<file path="src/rtl/problem5.sv">
// problem5: registered 4-to-1 selector; i_ctrl picks one of four DATA_W-bit
// sources each i_clk edge into o_data; i_rst_n async active-low clears o_data.
module problem5 #(
  parameter int DATA_W = 16
) (
  input  logic              i_clk,
  input  logic              i_rst_n,
  input  logic [DATA_W-1:0] i_data_0,
  input  logic [DATA_W-1:0] i_data_1,
  input  logic [DATA_W-1:0] i_data_2,
  input  logic [DATA_W-1:0] i_data_3,
  input  logic [1:0]        i_ctrl,
  output logic [DATA_W-1:0] o_data
);

  logic [DATA_W-1:0] sel;

  // Default arm keeps the mux full even for X/Z select; output is a don't-care then.
  always_comb begin
    sel = i_data_0;
    case (i_ctrl)
      2'b00:   sel = i_data_0;
      2'b01:   sel = i_data_1;
      2'b10:   sel = i_data_2;
      2'b11:   sel = i_data_3;
      default: sel = i_data_0;
    endcase
  end

  always_ff @(posedge i_clk or negedge i_rst_n) begin
    if (!i_rst_n) begin
      o_data <= '0;
    end else begin
      o_data <= sel;
    end
  end

endmodule

</file>
<file path="config.mk">
export PLATFORM = sky130hd
export DESIGN_NAME = problem5
export DESIGN_NICKNAME = d
export VERILOG_FILES = /design/src/rtl/problem5.sv
export SDC_FILE = /design/constraint.sdc
export NUM_CORES = 1
export LEC_CHECK = 0
export CELL_PAD_IN_SITES_DETAIL_PLACEMENT = 1
export CELL_PAD_IN_SITES_GLOBAL_PLACEMENT = 1
export CORE_MARGIN = 2
export CORE_UTILIZATION = 19
export DETAILED_ROUTE_END_ITERATION = 10
export PLACE_DENSITY = 0.75
export SYNTH_ARGS = -nofsm -noshare
export SYNTH_HDL_FRONTEND = slang
export SYNTH_SLANG_ARGS = --single-unit
</file>
<file path="constraint.sdc">
create_clock -name i_clk -period 0.8 [get_ports i_clk]
set_input_delay 0.16 -clock i_clk [delete_from_list [all_inputs] [get_ports i_clk]]
set_output_delay 0.16 -clock i_clk [all_outputs]
set_load 0.02 [all_outputs]
</file>
==> impl_metrics.ini <==
[outcome]
outcome = complete, but fails checks
violations = negative setup slack

[clock_network]
cts_buffers = 3
cts_setup_buffers = 0
clk_path_buf_depth = 2
cts.sinks = 16
cts_htree_levels = 1
cts_root_buffer = clkbuf_8
tritoncts = yes
clkTransAtPathRegs_ns = 0.06
hold_buffers = 0

[finish]
top_regs = o_data (16)
drive_gt1_share_pct = 35.20
final_area_mm2 = 0.001764
largest_reg_flops = 16
antenna_cells = 0
regMostFlops = o_data
nets = 194
area_growth_pct = 114.0

[logic_synthesis]
ys.warnings.count = 0
synth-edff-count = 0
synth_top_area_cell = dfrtp_1
synth_ff_type = dfrtp_1
syn_area_per_cell_um2 = 22.90
syn_nets = 104
synth_area_leaders = dfrtp_1 (49%), mux4_2 (27%), mux4_1 (19%)
yosysMostFrequentCell = dfrtp_1
synth_top_cells_by_count = dfrtp_1 (16), mux4_2 (10), mux4_1 (6)
synthArstFlopShare_pct = 100.0
ys_ff_latch = 16
seq_area_frac_synth_pct = 48.56
syn-cell-area_um2 = 824.5
netlist-cell-type-count = 6
syn_inst = 36
synth.top_cell.area_share_pct = 48.56

[sta]
drv_slew = 0
fin_tns_setup_ns = -1.785
slew_headroom_pct = 89.89
finalWorstSetupSlack_ns = -0.1228
rsz0062_at_grt = yes
min_period_ns = 0.9228
finalHoldViolCount = 0
setup_viol = 16
finalCritPeriodShare_pct = 115.4
clock.fmax_ghz = 1.084
tightest_slew_ns = 0.1524

[detailed_routing]
totalWireLength_um = 3319
post_drt_via_cell_ratio = 4.251
postRouteAntennaNets = 0
drcViolationCount = 0
drt-met1-wl_um = 1287
routed.top_layer = met4
met3_length_um = 257
met2WireLength_um = 1747
vias = 744
wl_per_cell_um = 18.97
drt_iter0_markers = 22
dr.pass1.iters = 2

[critical_path]
critical_path.top_delay_family = flip-flops
worst_ep_arrival_time_ns = 0.76
max_stage_delay_ns = 0.38
cp.buffers_inverters = 1
startpoint_type = flip-flop
crit_required_ns = 0.64
path_class = flip-flop to primary output
slowest_stage = dfrtp_1
end_kind = primary output
crit_chain = buf_6
cp_max_fo = 1

[placed_design]
finalWeightedCongestion = 0.8377
dpl_cell_area_mm2 = 0.001732
port_buffers = 83

[floorplan]
die_h_um = 69.88
die_width_um = 69.88
die_area_mm2 = 0.004883
rows = 23
start_util_pct = 20.18
core_mm2 = 0.004086
ios = 84

[global_routing]
overflow = 0
grt_max_degree = 17
grt_use_total_pct = 13.70
grt_pass1_wl_um = 4995
grt_pass1_vias = 849
antenna_found_initial = 0

[power]
leakagePower_uw = 0.0008191
irDropWorstVdd_mv = 0.5099
p_per_area_mw_per_mm2 = 1375

[worst_hold_path]
hp-class = input pin to async pin

[job]
drv_cap = 0
[path summary, 6_finish.rpt]
path                              end  slack [ns]         from  depth (start not counted)
setup / recovery           o_data[11]       -0.12   o_data[11]                          1
hold / removal              o_data[9]        0.24      i_rst_n                          2
max in group asynchronous   o_data[0]        0.43      i_rst_n                          2
min in group i_clk          o_data[2]        0.34  i_data_2[2]                          2
[timing repair]
action | 4_1_cts | 5_1_grt
gates resized for setup | 181 | 2
pin swaps | 0 | 0
gates cloned | 2 | 0
setup endpoints to repair | 32 | 19
endpoints found under the hold margin | 0 | 0
[metrics by stage]
stage | hold WS (ns) | cells | utilization, % | setup WS, ns | total power [µW]
6_report | 0.2409 | 175 | 43.17 | -0.1228 | 2425
5_1_grt | 0.2411 | 175 | 43.17 | -0.1505 | 2538
4_1_cts | 0.2415 | 175 | 42.99 | -0.1377 | 2455
3_5_place_dp | 0.5085 | 169 | 42.38 | -0.7781 | 1775
3_3_place_gp | 0.5056 | 169 | 42.38 | -0.7325 | 1757
2_1_floorplan | -0.1356 | 36 | - | -0.2066 | 1224
[placed cells by master (no fill, tap or decap), drive strengths merged]
master / Yosys / layout
clkdlybuf4s50: 0 / 1
dfrtp: 16 / 16
mux4: 16 / 16
clkdlybuf4s15: 0 / 1
dlygate4sd2: 0 / 64
buf: 4 / 23
clkbuf: 0 / 4
[where the power goes]
part	internal, µW	switching [µW]
Clock	436	264
Sequential	892	41.9
Combinational	502	290
Total	1830	596
[cell families (layout without fill, tap and decap cells)]
| family | after synthesis | in the layout | share of synthesized area (%) |
|---|---|---|---|
| DFF | 16 | 16 | 48.56 |
| muxes | 16 | 16 | 46.43 |
| buffers and inverters | 4 | 93 | 5.008 |
[per-layer routing]
metal  up-vias  global-route usage [%]
li1        330                       -
met1       361                   17.84
met2        51                   23.07
met3         2                   2.453
met4         0                   4.487
met5         -                       0
[final cells by class]
cell class | count | area (µm²)
Clock buffer | 4 | 55.05
Fill cell | 431 | 2322
Multi-Input combinational cell | 16 | 360.3
Sequential cell | 16 | 400.4
Tap cell | 50 | 62.56
Timing Repair Buffer | 89 | 885.9
Power figures use the tool's default switching activity.
